--- src/rtl/reverb_mac.sv ---
// ---------------------------------------------------------------------------
// reverb_mac
// Convolution-reverb multiply/accumulate stage. It consumes the memory read
// stream as alternating (coefficient, delayed-sample) word pairs, one pair
// per tap. It accumulates every tap of one ADC frame into a saturating
// accumulator, applies the Q8.8 output gain, and presents one saturated
// 16-bit wet sample per frame.
//
// Ports
//   clk          system clock, all logic on the rising edge
//   rst_n        synchronous active-low reset
//   frame_start  one-cycle pulse that opens a frame and clears the accumulator
//   num_taps     taps in this frame, captured on frame_start
//   gain         unsigned Q8.8 output gain, captured on frame_start
//   word_valid   word_data carries a word this cycle
//   word_data    coefficient or sample word from the memory read path
//   word_ready   word accepted when word_valid && word_ready
//   out_valid    one-cycle pulse, out_sample updated
//   out_sample   signed wet sample, held until the next out_valid
//   busy         frame in progress
//   sat_flag     sticky: an accumulator or output clip occurred since reset
//   overrun_flag sticky: frame_start arrived while a frame was in progress
//
// State | meaning
// ------+--------------------------------------------------------------
// IDLE  | waiting for frame_start, words ignored
// COEF  | waiting for the coefficient word of the current tap
// SAMP  | waiting for the delayed-sample word, product registered
// ACCUM | product added into the saturating accumulator, tap counted
// SCALE | accumulator scaled to 16 bits, gain applied, result registered
// OUT   | out_valid pulse for the registered result
// ---------------------------------------------------------------------------
module reverb_mac #(
   parameter int TAP_W = 11,
   parameter int ACC_W = 32
) (
   input  logic             clk,
   input  logic             rst_n,
   input  logic             frame_start,
   input  logic [TAP_W-1:0] num_taps,
   input  logic [15:0]      gain,
   input  logic             word_valid,
   input  logic [15:0]      word_data,
   output logic             word_ready,
   output logic             out_valid,
   output logic [15:0]      out_sample,
   output logic             busy,
   output logic             sat_flag,
   output logic             overrun_flag
);

   typedef enum logic [2:0] {
      S_IDLE  = 3'd0,
      S_COEF  = 3'd1,
      S_SAMP  = 3'd2,
      S_ACCUM = 3'd3,
      S_SCALE = 3'd4,
      S_OUT   = 3'd5
   } state_t;

   state_t                   r_state;
   logic [TAP_W-1:0]         r_num_taps;
   logic [TAP_W-1:0]         r_tap_cnt;
   logic [15:0]              r_gain;
   logic                     r_neg;
   logic [7:0]               r_mag;
   logic signed [23:0]       r_prod;
   logic signed [ACC_W-1:0]  r_acc;
   logic [15:0]              r_out_sample;
   logic                     r_out_valid;
   logic                     r_sat;
   logic                     r_overrun;

   // Tap product: a signed 16-bit sample times an unsigned 8-bit magnitude
   // always fits in 24 signed bits, including the negated extreme
   // (32768 * 255 < 2^23), so no clipping is needed here.
   logic signed [23:0]       w_samp_x;
   logic signed [23:0]       w_mag_x;
   logic signed [23:0]       w_prod_mag;
   logic signed [23:0]       w_prod;

   assign w_samp_x   = {{8{word_data[15]}}, word_data};
   assign w_mag_x    = {16'd0, r_mag};
   assign w_prod_mag = w_samp_x * w_mag_x;
   assign w_prod     = r_neg ? -w_prod_mag : w_prod_mag;

   // Accumulate one bit wider so overflow shows up as disagreeing top bits.
   logic signed [ACC_W:0]    w_acc_sum;
   logic                     w_acc_ovf;
   logic signed [ACC_W-1:0]  w_acc_sat;

   assign w_acc_sum = {r_acc[ACC_W-1], r_acc} + {{(ACC_W-23){r_prod[23]}}, r_prod};
   assign w_acc_ovf = w_acc_sum[ACC_W] ^ w_acc_sum[ACC_W-1];
   assign w_acc_sat = !w_acc_ovf     ? w_acc_sum[ACC_W-1:0] :
                      w_acc_sum[ACC_W] ? {1'b1, {(ACC_W-1){1'b0}}} :
                                         {1'b0, {(ACC_W-1){1'b1}}};

   // Drop the Q0.8 coefficient fraction, then clip to 16 bits. The value
   // fits only when every bit from 15 upward equals the sign.
   logic signed [ACC_W-1:0]  w_acc_sh;
   logic                     w_t_ovf;
   logic signed [15:0]       w_t;

   assign w_acc_sh = r_acc >>> 8;
   assign w_t_ovf  = ~((&w_acc_sh[ACC_W-1:15]) | ~(|w_acc_sh[ACC_W-1:15]));
   assign w_t      = !w_t_ovf             ? w_acc_sh[15:0] :
                     w_acc_sh[ACC_W-1]    ? 16'sh8000 : 16'sh7FFF;

   // Gain stage: signed 16 x unsigned 16 needs 33 signed bits; the Q8.8
   // fraction is removed afterwards and the result clipped again.
   logic signed [32:0]       w_t_x;
   logic signed [32:0]       w_gain_x;
   logic signed [32:0]       w_y_full;
   logic signed [32:0]       w_y_sh;
   logic                     w_y_ovf;
   logic [15:0]              w_y;

   assign w_t_x    = {{17{w_t[15]}}, w_t};
   assign w_gain_x = {17'd0, r_gain};
   assign w_y_full = w_t_x * w_gain_x;
   assign w_y_sh   = w_y_full >>> 8;
   assign w_y_ovf  = ~((&w_y_sh[32:15]) | ~(|w_y_sh[32:15]));
   assign w_y      = !w_y_ovf    ? w_y_sh[15:0] :
                     w_y_sh[32]  ? 16'h8000 : 16'h7FFF;

   logic [TAP_W-1:0]         w_tap_next;
   assign w_tap_next = r_tap_cnt + 1'b1;

   always_ff @(posedge clk) begin
      if (!rst_n) begin
         r_state      <= S_IDLE;
         r_num_taps   <= '0;
         r_tap_cnt    <= '0;
         r_gain       <= '0;
         r_neg        <= 1'b0;
         r_mag        <= '0;
         r_prod       <= '0;
         r_acc        <= '0;
         r_out_sample <= '0;
         r_out_valid  <= 1'b0;
         r_sat        <= 1'b0;
         r_overrun    <= 1'b0;
      end else begin
         r_out_valid <= 1'b0;
         if (frame_start) begin
            // A new frame always wins: any frame in flight is dropped and any
            // word handshaking this cycle is discarded.
            if (r_state != S_IDLE) begin
               r_overrun <= 1'b1;
            end
            r_num_taps <= num_taps;
            r_gain     <= gain;
            r_acc      <= '0;
            r_tap_cnt  <= '0;
            r_state    <= (num_taps == '0) ? S_SCALE : S_COEF;
         end else begin
            case (r_state)
               S_IDLE: begin
                  r_state <= S_IDLE;
               end
               S_COEF: begin
                  if (word_valid) begin
                     // Bits [15:9] carry offset fields for the memory side.
                     r_neg   <= word_data[8];
                     r_mag   <= word_data[7:0];
                     r_state <= S_SAMP;
                  end
               end
               S_SAMP: begin
                  if (word_valid) begin
                     r_prod  <= w_prod;
                     r_state <= S_ACCUM;
                  end
               end
               S_ACCUM: begin
                  r_acc     <= w_acc_sat;
                  r_tap_cnt <= w_tap_next;
                  if (w_acc_ovf) begin
                     r_sat <= 1'b1;
                  end
                  r_state <= (w_tap_next == r_num_taps) ? S_SCALE : S_COEF;
               end
               S_SCALE: begin
                  r_out_sample <= w_y;
                  r_out_valid  <= 1'b1;
                  if (w_t_ovf || w_y_ovf) begin
                     r_sat <= 1'b1;
                  end
                  r_state <= S_OUT;
               end
               S_OUT: begin
                  r_state <= S_IDLE;
               end
               default: begin
                  r_state <= S_IDLE;
               end
            endcase
         end
      end
   end

   assign word_ready   = (r_state == S_COEF) || (r_state == S_SAMP);
   assign busy         = (r_state != S_IDLE);
   assign out_valid    = r_out_valid;
   assign out_sample   = r_out_sample;
   assign sat_flag     = r_sat;
   assign overrun_flag = r_overrun;

endmodule

--- config.mk ---
export PLATFORM = sky130hd
export DESIGN_NAME = reverb_mac
export DESIGN_NICKNAME = d
export VERILOG_FILES = /design/src/rtl/reverb_mac.sv
export SDC_FILE = /design/constraint.sdc
export NUM_CORES = 1
export LEC_CHECK = 0
export BUFFER_PORTS_ARGS = -buffer_cell sky130_fd_sc_hd__buf_4
export CAP_MARGIN = 40
export CORE_ASPECT_RATIO = 1.25
export CORE_MARGIN = 3
export CORE_UTILIZATION = 55
export CTS_CLUSTER_DIAMETER = 40
export DETAILED_ROUTE_END_ITERATION = 10
export HOLD_SLACK_MARGIN = 0.02
export PLACE_DENSITY = 0.74
export SYNTH_ARGS = -nofsm -noshare
export SYNTH_HDL_FRONTEND = slang
export SYNTH_SLANG_ARGS = --single-unit
--- constraint.sdc ---
create_clock -name clk -period 21.6 [get_ports clk]
set_input_delay 3.24 -clock clk [delete_from_list [all_inputs] [get_ports clk]]
set_output_delay 3.24 -clock clk [all_outputs]
set_load 0.02 [all_outputs]
==> run metrics, run 1 <==
run status=finished, final reports clean; Filler cells=3195; Core ar.=36600 µm²; Worst Setup Start Kind=flip-flop; most frequent cells in the layout=391 x inv_1, 294 x fa_1, 263 x nand2_1; vias=16500; Bufs and invs on worst path=3; min cycle time layout=8780 ps; CTS Root Cell=clkbuf_16; DR iter-0 viols=762; initial antenna violation count=0; Vias/cell=5.67; per-cell routed wire length=17.2 µm; Die Area=39700 µm²; cell mode on critical path=fa_1; vias in the first global route=17700; wire length on met3=2060 µm; Finish-stage setup viols=0; Reg clk slew, reported paths=60 ps; post-synthesis net count=2967; Synth Flop Type=dfxtp_1; Synth cell types=70; critical path startpoint=r_acc[30]$_SDFFE_PP0P_; maximum number of pins on one net before global-route repair=73; placed cell count=2884; fin nets=2964; first-pass GRT wire length=83800 µm; Crit Path Class=flip-flop to flip-flop; Die W=179 µm; fin crit share=0.407; GRT overflow=0; Post-Layout Cell Count=2915; clock skew=16.7 ps; VDD IR max=0.0000511 V; IO buf count=67; Ant. Diodes=0; Seq cells post-synth=125; Critical Path AT=9110 ps; Setup Buffers After CTS=0; GPL Wtd Cong=0.905; H-tree levels=4; share of async-settable or async-resettable flops after synthesis=0; worst slew pin tran=950 ps; commonest non-fill, non-tap cell in the layout=inv_1; Leak=0.0109 µW; CP Cell Sequence=nor4_1, a21oi_2, a21o_1, nand2_1, fa_1, fa_1, inv_1, fa_1, fa_1, fa_1, inv_1, fa_1, inv_1, ha_1, and3_4, nand2_2, or3_4, o41a_4, o21ai_1, a31oi_1, xnor2_1, nand2_1, a311oi_1; wl on met1=18600 µm; Total GRT Usage=0.261; DRC=0; Num CTS Buffers=17; Max-Cap Viols=0; Final Max Tran Viols=0; delay-heaviest family, CP=adder cells; Initial DRT Pass Iterations=7; Synth Warn #=0; initial core utilization=0.561; EDFF count, synth=0; Tightest Hold Check Type=flip-flop to flip-flop; HPWL after DPL=39800 µm; min-delay src=overrun_flag$_SDFFE_PN0P_; CP required=21920 ps; Cells after Synth=2426; CP max FO=17; register area share after synthesis=0.122; final WL=50100 µm; clk_lat worst skew=430 ps; Highest Signal Layer=met4; Top-Level Pins=68; Mapped Area=20500 µm²; layout cells sized above 1=0.0542; Slew headroom=0.365; Die Height=222 µm; Area Overhead vs Synth=6.89%; clk sinks=125; Setup TNS=0 ps; RSZ-0062 raised after global routing=no; Routed Antenna Nets=0; Worst Setup End Kind=flip-flop; hold buffers post-CTS=0; deepest clock path buffer count=2; Pwr per Cell Area=31.8 nW/µm²; Crit-path slowest cell=a21oi_2; crit-path max cell delay=690 ps; row count=78; PostCTS Resize Cnt=0; Max Fclk=0.114 GHz; Hold Vio Cnt, Final=0; r2r startpoint=r_acc[30]$_SDFFE_PP0P_; CTS tree=done; Synth Area per Inst=8.47 µm²; WL met2=26700 µm
[stage by stage]
step                      setup slack [ps]  instance area, µm²   util  power [µW]  hold WS, ps
after floorplan                      13270               20500      -         358          466
after global placement               12730               21400  0.584         406          453
after detailed placement             12450               21400  0.585         411          475
after CTS                            12820               22000  0.600         702          491
after global routing                 12380               22000  0.600         731          519
final                                12820               22000  0.600         699          490
[path summary, 6_finish.rpt]
path	endpoint	slack, ps	cells after the start
max	out_sample[3]$_SDFFE_PN0P_	12820	23
min	overrun_flag$_SDFFE_PN0P_	490	2
max reg2reg	out_sample[3]$_SDFFE_PN0P_	12820	23
min reg2reg	overrun_flag$_SDFFE_PN0P_	490	2
[sequential cells by signal, indices dropped and copies added (netlist names)]
name,count
out_sample,16
out_valid,1
overrun_flag,1
r_acc,32
r_gain,16
r_mag,8
r_neg,1
r_num_taps,11
r_prod,24
r_state,3
r_tap_cnt,11
sat_flag,1
[synth_stat cells (all sizes together), types with 16 or more instances]
master	number	area (µm²)
nor3	20	100
dfxtp	125	2500
or3	19	124
ha	200	2500
nor2b	28	175
nand2b	18	113
o21ai	95	479
a311oi	17	155
inv	392	1470
mux2i	40	400
nand4	16	100
maj3	31	310
a21oi	111	559
and2	178	1110
nor2	142	533
xnor2	59	517
a211oi	24	185
xor2	64	561
nand2	264	993
fa	294	5890
clkbuf	101	379
a21o	40	300
nand3	26	130
[power breakdown]
group	internal [µW]	switching, µW
clock network	170	122
logic	60.8	96.3
registers	235	14.4
[worst reg2reg max path: stages, from the launching register on]
cell      delay (ps)
dfxtp_1          420
nor4_1           100
a21oi_2          690
a21o_1           650
nand2_1          180
fa_1             530
fa_1             520
inv_1             60
fa_1             550
fa_1             430
fa_1             490
inv_1             50
fa_1             470
inv_1             50
ha_1             430
and3_4           270
nand2_2           70
or3_4            400
o41a_4           530
o21ai_1          230
a31oi_1          140
xnor2_1          490
nand2_1          480
a311oi_1         430
[final cells by class]
type	instances	area, µm²	share of cell area
multi-input combinational	1804	16200	0.737
tap	480	601	0.0273
inverter	392	1470	0.0670
timing repair buffer	83	631	0.0287
clock inverter	13	141	0.00644
clock buffer	18	429	0.0195
sequential	125	2500	0.114
[per-layer routing]
layer,vias to the layer above,track usage
met5,-,0
met4,0,0.142
met3,157,0.0307
met2,425,0.482
met1,8167,0.284
li1,7783,-
[cells by family after synthesis]
logic type / share of synthesized area
buffers and inverters: 0.0914
adders and majority gates: 0.423
muxes: 0.0195
xor gates and xnor gates: 0.0524
and+or+nand+nor: 0.179
DFF: 0.122
AOI/OAI and AO/OA: 0.112
Power figures use the tool's default switching activity.
==> run 2, diff against run 1 <==
==> constraint.sdc (replaced) <==
create_clock -name clk -period 8.7 [get_ports clk]
set_input_delay 1.305 -clock clk [delete_from_list [all_inputs] [get_ports clk]]
set_output_delay 1.305 -clock clk [all_outputs]
set_load 0.02 [all_outputs]
==> run 2 against run 1 <==
  * Clock-buffer cell count did not move
  * Global-route usage fell by 0.54 points
  * Flip-flop and latch count is the same
  * Core utilization up 0.14 points
  * Register-to-register slack lost 13000 ps
  * Wire length down 1.9%
  * Worst setup slack worse by 13000 ps
  * Total power is 150% higher
==> run metrics, run 2 (synthesis gave the netlist of run 1 again) <==
run status=finished, final reports clean; DR iter-0 viols=760 (-0.26%); Worst Setup End Kind=flip-flop; initial core utilization=0.561 (unchanged); most flop-heavy register=r_acc; fin crit share=0.966 (+0.560); clk sinks=125 (unchanged); Vias/cell=5.63 (-0.71%); most frequent cells in the layout=391 x inv_1, 294 x fa_1, 262 x nand2_1; Max-Cap Viols=0 (unchanged); Total GRT Usage=0.255 (-0.00544); initial antenna violation count=0 (unchanged); max reg flops=32 (unchanged); row count=78 (unchanged); WHS Endpoint=overrun_flag$_SDFFE_PN0P_; vias=16400 (-0.51%); min cycle time layout=8410 ps (-378 ps); fin nets=2969 (+0.17%); Final Max Tran Viols=0 (unchanged); R2R depth=26 (+13%); per-cell routed wire length=16.8 µm (-2.1%); cell mode on critical path=fa_1; Reg clk slew, reported paths=70 ps (about the same); CTS tree=done; final hold slack=476 ps (-13.6 ps); Area Overhead vs Synth=7.14%; Ant. Diodes=0 (unchanged); Num CTS Buffers=17 (unchanged); Tightest Hold Check Type=flip-flop to flip-flop; commonest non-fill, non-tap cell in the layout=inv_1; VDD IR max=0.000133 V (+160%); Leak=0.0109 µW (+0.15%); DRC=0 (unchanged); GRT overflow=0 (unchanged); placed cell count=2889 (+0.17%); Post-Layout Cell Count=2921 (+0.21%); Hold Vio Cnt, Final=0 (unchanged); Initial DRT Pass Iterations=7 (unchanged); Finish-stage setup viols=0 (unchanged); final WL=49200 µm (-1.9%); IO buf count=67 (unchanged); Max Fclk=0.119 GHz (+4.5%); clock skew=11.8 ps (-4.92 ps); Top-Level Pins=68 (unchanged); Crit-path slowest cell=fa_1; crit-path max cell delay=540 ps (-150 ps); first-pass GRT wire length=82000 µm (-2.1%); hold buffers post-CTS=0 (unchanged); maximum number of pins on one net before global-route repair=73 (unchanged); Post-Place Cell Area=21400 µm² (+0.14%); Routed Antenna Nets=0 (unchanged); Bufs and invs on worst path=4 (+1); delay-heaviest family, CP=adder cells; Die Height=222 µm (unchanged); Slew headroom=0.407 (+0.0420); Critical Path AT=8730 ps (-380 ps); r2r startpoint=r_acc[23]$_SDFFE_PP0P_; CP max FO=16 (-1); Worst Hold Path Cells=2 (unchanged); worst slew pin tran=888 ps (-61.9 ps); HPWL after DPL=39900 µm (about the same); CTS Root Cell=clkbuf_16; biggest registers after layout=r_acc: 32 flops, r_prod: 24 flops; vias in the first global route=17400 (-1.3%); Die W=179 µm (unchanged); Crit Path Class=flip-flop to flip-flop; H-tree levels=4 (unchanged); GPL Wtd Cong=0.941 (+4.0%); deepest clock path buffer count=2 (unchanged); min-delay src=overrun_flag$_SDFFE_PN0P_; layout cells sized above 1=0.0594 (+0.00519); clk_lat worst skew=440 ps (about the same); CP required=9030 ps (-12890 ps); Die Area=39700 µm² (unchanged); Core ar.=36600 µm² (unchanged); Layout Utilization=0.602 (+0.00140); Pwr per Cell Area=77.8 nW/µm² (+140%); Worst Setup Start Kind=flip-flop; Worst R2R End=sat_flag$_SDFFE_PN0P_; Tot Pwr=1710 µW (+150%); Final Cell Area=22000 µm² (+0.23%); r2r setup slk=290 ps (-12520 ps)
run 2: layout make-up:
cell class / instances / area (µm²)
multi-input combinational: 1804 / 16200
fill: 3207 / 14600
sequential: 125 / 2500
inverter: 392 / 1470
timing repair buffer: 88 / 661
tap: 480 / 601
clock buffer: 18 / 429
clock inverter: 14 / 135
run 2: worst max-delay path by stage:
stage | end | depth (start not counted) | startpoint | slack [ps]
after floorplan | sat_flag$_SDFFE_PN0P_ | 28 | r_acc[23]$_SDFFE_PP0P_ | 560
after global placement | sat_flag$_SDFFE_PN0P_ | 26 | r_acc[23]$_SDFFE_PP0P_ | 460
after detailed placement | sat_flag$_SDFFE_PN0P_ | 26 | r_acc[23]$_SDFFE_PP0P_ | 360
after CTS | sat_flag$_SDFFE_PN0P_ | 26 | r_acc[23]$_SDFFE_PP0P_ | 330
after global routing | sat_flag$_SDFFE_PN0P_ | 28 | r_acc[23]$_SDFFE_PP0P_ | -60
final | sat_flag$_SDFFE_PN0P_ | 26 | r_acc[23]$_SDFFE_PP0P_ | 290
run 2: worst reg2reg max path: stages, from the launching register on:
cell	delay (ps)
dfxtp_1	350
nor4_2	460
nand2_1	130
o21ai_1	160
buf_4	240
a21o_1	490
nand2_1	150
fa_1	540
inv_1	50
fa_1	540
fa_1	420
fa_1	460
fa_1	530
inv_1	60
fa_1	480
inv_1	50
ha_1	410
and3_4	260
nand2_2	60
or3_4	390
o41a_4	530
o31a_1	300
a211oi_2	230
nand4_1	150
or4b_1	490
o211a_1	140
a221o_1	250
run 2: timing repair:
action                                  CTS  global route
resized for setup                         0             8
endpoints found under the setup margin    0            16
setup buffers                             0             0
run 2: metrics by stage:
stage               setup TNS, ps  setup WS [ps]
floorplan                       0            558
global placement                0            464
detailed placement              0            358
CTS                             0            333
global route                 -197          -64.1
finish                          0            294
run 2: per-layer routing:
metal  vias to the layer above  global-route usage  routed length, µm
li1                       7770                   -                  -
met4                         0               0.141               2960
met2                       448               0.470              26200
met3                       168              0.0353               1930
met1                      8062               0.276              18100
met5                         -                   0                  0
run 2: power breakdown:
part           switching, µW  total, µW  internal, µW
clock                    309        707           399
sequential              35.0        618           583
combinational            233        386           153
==> run 3, diff against run 2 <==
--- a/config.mk
+++ b/config.mk
@@ -10,6 +10,7 @@
 export CORE_ASPECT_RATIO = 1.25
 export CORE_MARGIN = 3
 export CORE_UTILIZATION = 55
+export CTS_BUF_LIST = sky130_fd_sc_hd__clkbuf_4 sky130_fd_sc_hd__clkbuf_8
 export CTS_CLUSTER_DIAMETER = 40
 export DETAILED_ROUTE_END_ITERATION = 10
 export HOLD_SLACK_MARGIN = 0.02
==> run 3 against run 2 <==
  * First-iteration DRC count up 13%
  * Final cell count unchanged
  * Highest routed layer unchanged
  * Die area unchanged
  * Total power down 11%
  * Register-to-register slack better by 30 ps
  * Wire length down 0.58%
  * Global-route usage down 0.13 points
==> run metrics, run 3 (synthesis gave the netlist of run 1 again) <==
maximum number of pins on one net before global-route repair=73 (unchanged); commonest non-fill, non-tap cell in the layout=inv_1; Switching Share=0.363 (+0.0263); Net Switching=553 µW (-4.1%); initial antenna violation count=0 (unchanged); initial core utilization=0.561 (unchanged); Die Area=39700 µm² (unchanged); GRT overflow=0 (unchanged); GPL Wtd Cong=0.941 (unchanged); vias=16400 (-0.036%); Post-Place Worst Slack=358 ps (unchanged); deepest clock path buffer count=2 (unchanged); clk sinks=125 (unchanged); Worst Hold Path Cells=2 (unchanged); Top-Level Pins=68 (unchanged); Vias/cell=5.63 (about the same); setup slack after layout=322 ps (+27.9 ps); fin nets=2969 (unchanged); Die Height=222 µm (unchanged); clock group share of total power=0.341 (-0.072); Crit Path Class=flip-flop to flip-flop; Worst Setup Start Kind=flip-flop; Leak=0.0109 µW (-0.77%); Area Overhead vs Synth=6.23%; HPWL after DPL=39900 µm (unchanged); sequential cell fraction of total power=0.406 (+0.045); Max-Cap Viols=0 (unchanged); Num CTS Buffers=17 (unchanged); Tightest Hold Check Type=flip-flop to flip-flop; clk_lat worst skew=480 ps (+40 ps); fin crit share=0.963 (-0.00321); H-tree levels=4 (unchanged); Critical Path AT=8750 ps (+20 ps); vias in the first global route=17400 (-0.16%); run status=finished, final reports clean; Initial DRT Pass Iterations=6 (-1); internal power=970 µW (-15%); IO buf count=67 (unchanged); worst slew pin tran=893 ps (+5.18 ps); Die W=179 µm (unchanged); max reg flops=32 (unchanged); Routed Antenna Nets=0 (unchanged); CP max FO=16 (unchanged); final WL=48900 µm (-0.58%); DR iter-0 viols=861 (+13%); min cycle time layout=8380 ps (-27.9 ps); CTS Root Cell=clkbuf_8; hold buffers post-CTS=0 (unchanged); DRC=0 (unchanged); Worst Setup End Kind=flip-flop; biggest registers after layout=r_acc: 32 flops, r_prod: 24 flops; first-pass GRT wire length=81700 µm (-0.40%); Slew headroom=0.404 (-0.00346); final hold slack=481 ps (+4.17 ps); Reg clk slew, reported paths=90 ps (+20 ps); Ant. Diodes=0 (unchanged); CTS tree=done; Final Max Tran Viols=0 (unchanged); CP required=9070 ps (+40 ps); most flop-heavy register=r_acc; per-cell routed wire length=16.7 µm (-0.58%); PostCTS Resize Cnt=0 (unchanged); Core ar.=36600 µm² (unchanged); most frequent cells in the layout=391 x inv_1, 294 x fa_1, 262 x nand2_1; Hold Vio Cnt, Final=0 (unchanged); Filler cells=3236 (+0.90%); layout cells sized above 1=0.0598 (+0.000410); Finish-stage setup viols=0 (unchanged); row count=78 (unchanged); R2R depth=26 (unchanged); clock skew=16.7 ps (+4.95 ps); Tot Pwr=1520 µW (-11%); Pwr per Cell Area=69.8 nW/µm² (-10%); Comb power frac=0.253 (+0.027); VDD IR max=0.0000835 V (-37%); Max Fclk=0.119 GHz (+0.33%); Total GRT Usage=0.254 (-0.00128); Setup Buffers After CTS=0 (unchanged)
==> run 3: cell counts in the layout (fill, tap and decap cells not counted) <==
No cell type changed its count.
==> run 3: final cells by class <==
| class | count | area, µm² | area share |
|---|---|---|---|
| Clock buffer | 18 | 241 | 0.0111 |
| Clock inverter | 14 | 135 | 0.00619 |
| Inverter | 392 | 1470 | 0.0674 |
| Multi-Input combinational cell | 1804 | 16200 | 0.743 |
| Sequential cell | 125 | 2500 | 0.115 |
| Tap cell | 480 | 601 | 0.0275 |
| Timing Repair Buffer | 88 | 661 | 0.0303 |
==> run 3: metrics by stage <==
stage                util  TNS [ps]  area, µm²  std cells
floorplan               -         0      20500       2426
global placement    0.585         0      21400       2888
detailed placement  0.585         0      21400       2889
CTS                 0.596         0      21800       2921
global route        0.596     -58.8      21800       2921
finish              0.596         0      21800       2921
==> run 3: final timing paths <==
| check | slack (ps) | end | from |
|---|---|---|---|
| worst min register to register | 480 | overrun_flag$_SDFFE_PN0P_ | overrun_flag$_SDFFE_PN0P_ |
| worst min-delay path | 480 | overrun_flag$_SDFFE_PN0P_ | overrun_flag$_SDFFE_PN0P_ |
| worst max-delay path | 320 | sat_flag$_SDFFE_PN0P_ | r_acc[23]$_SDFFE_PP0P_ |
| worst max register to register | 320 | sat_flag$_SDFFE_PN0P_ | r_acc[23]$_SDFFE_PP0P_ |
==> run 3: metal layers <==
layer	routed length (µm)	GRT usage	vias to the layer above
li1	-	-	7772
met1	18000	0.273	8073
met2	26300	0.471	440
met3	1860	0.0358	157
met4	2740	0.135	0
met5	0	0	-
==> run 3: power by group through the flow <==
stage	combinational (µW)	clock (µW)	sequential [µW]
final	386	520	618
after global routing	435	554	620
after CTS	388	528	616
after detailed placement	387	0	630
after global placement	375	0	629
after floorplan	284	0	605
==> run 3: critical path, stage by stage, from the launching register on <==
cell      delay (ps)
dfxtp_1          360
nor4_2           470
nand2_1          100
o21ai_1          140
buf_4            240
a21o_1           470
nand2_1          140
fa_1             540
inv_1             50
fa_1             540
fa_1             420
fa_1             460
fa_1             530
inv_1             60
fa_1             480
inv_1             50
ha_1             410
and3_4           260
nand2_2           60
or3_4            390
o41a_4           530
o31a_1           300
a211oi_2         230
nand4_1          150
or4b_1           490
o211a_1          140
a221o_1          250
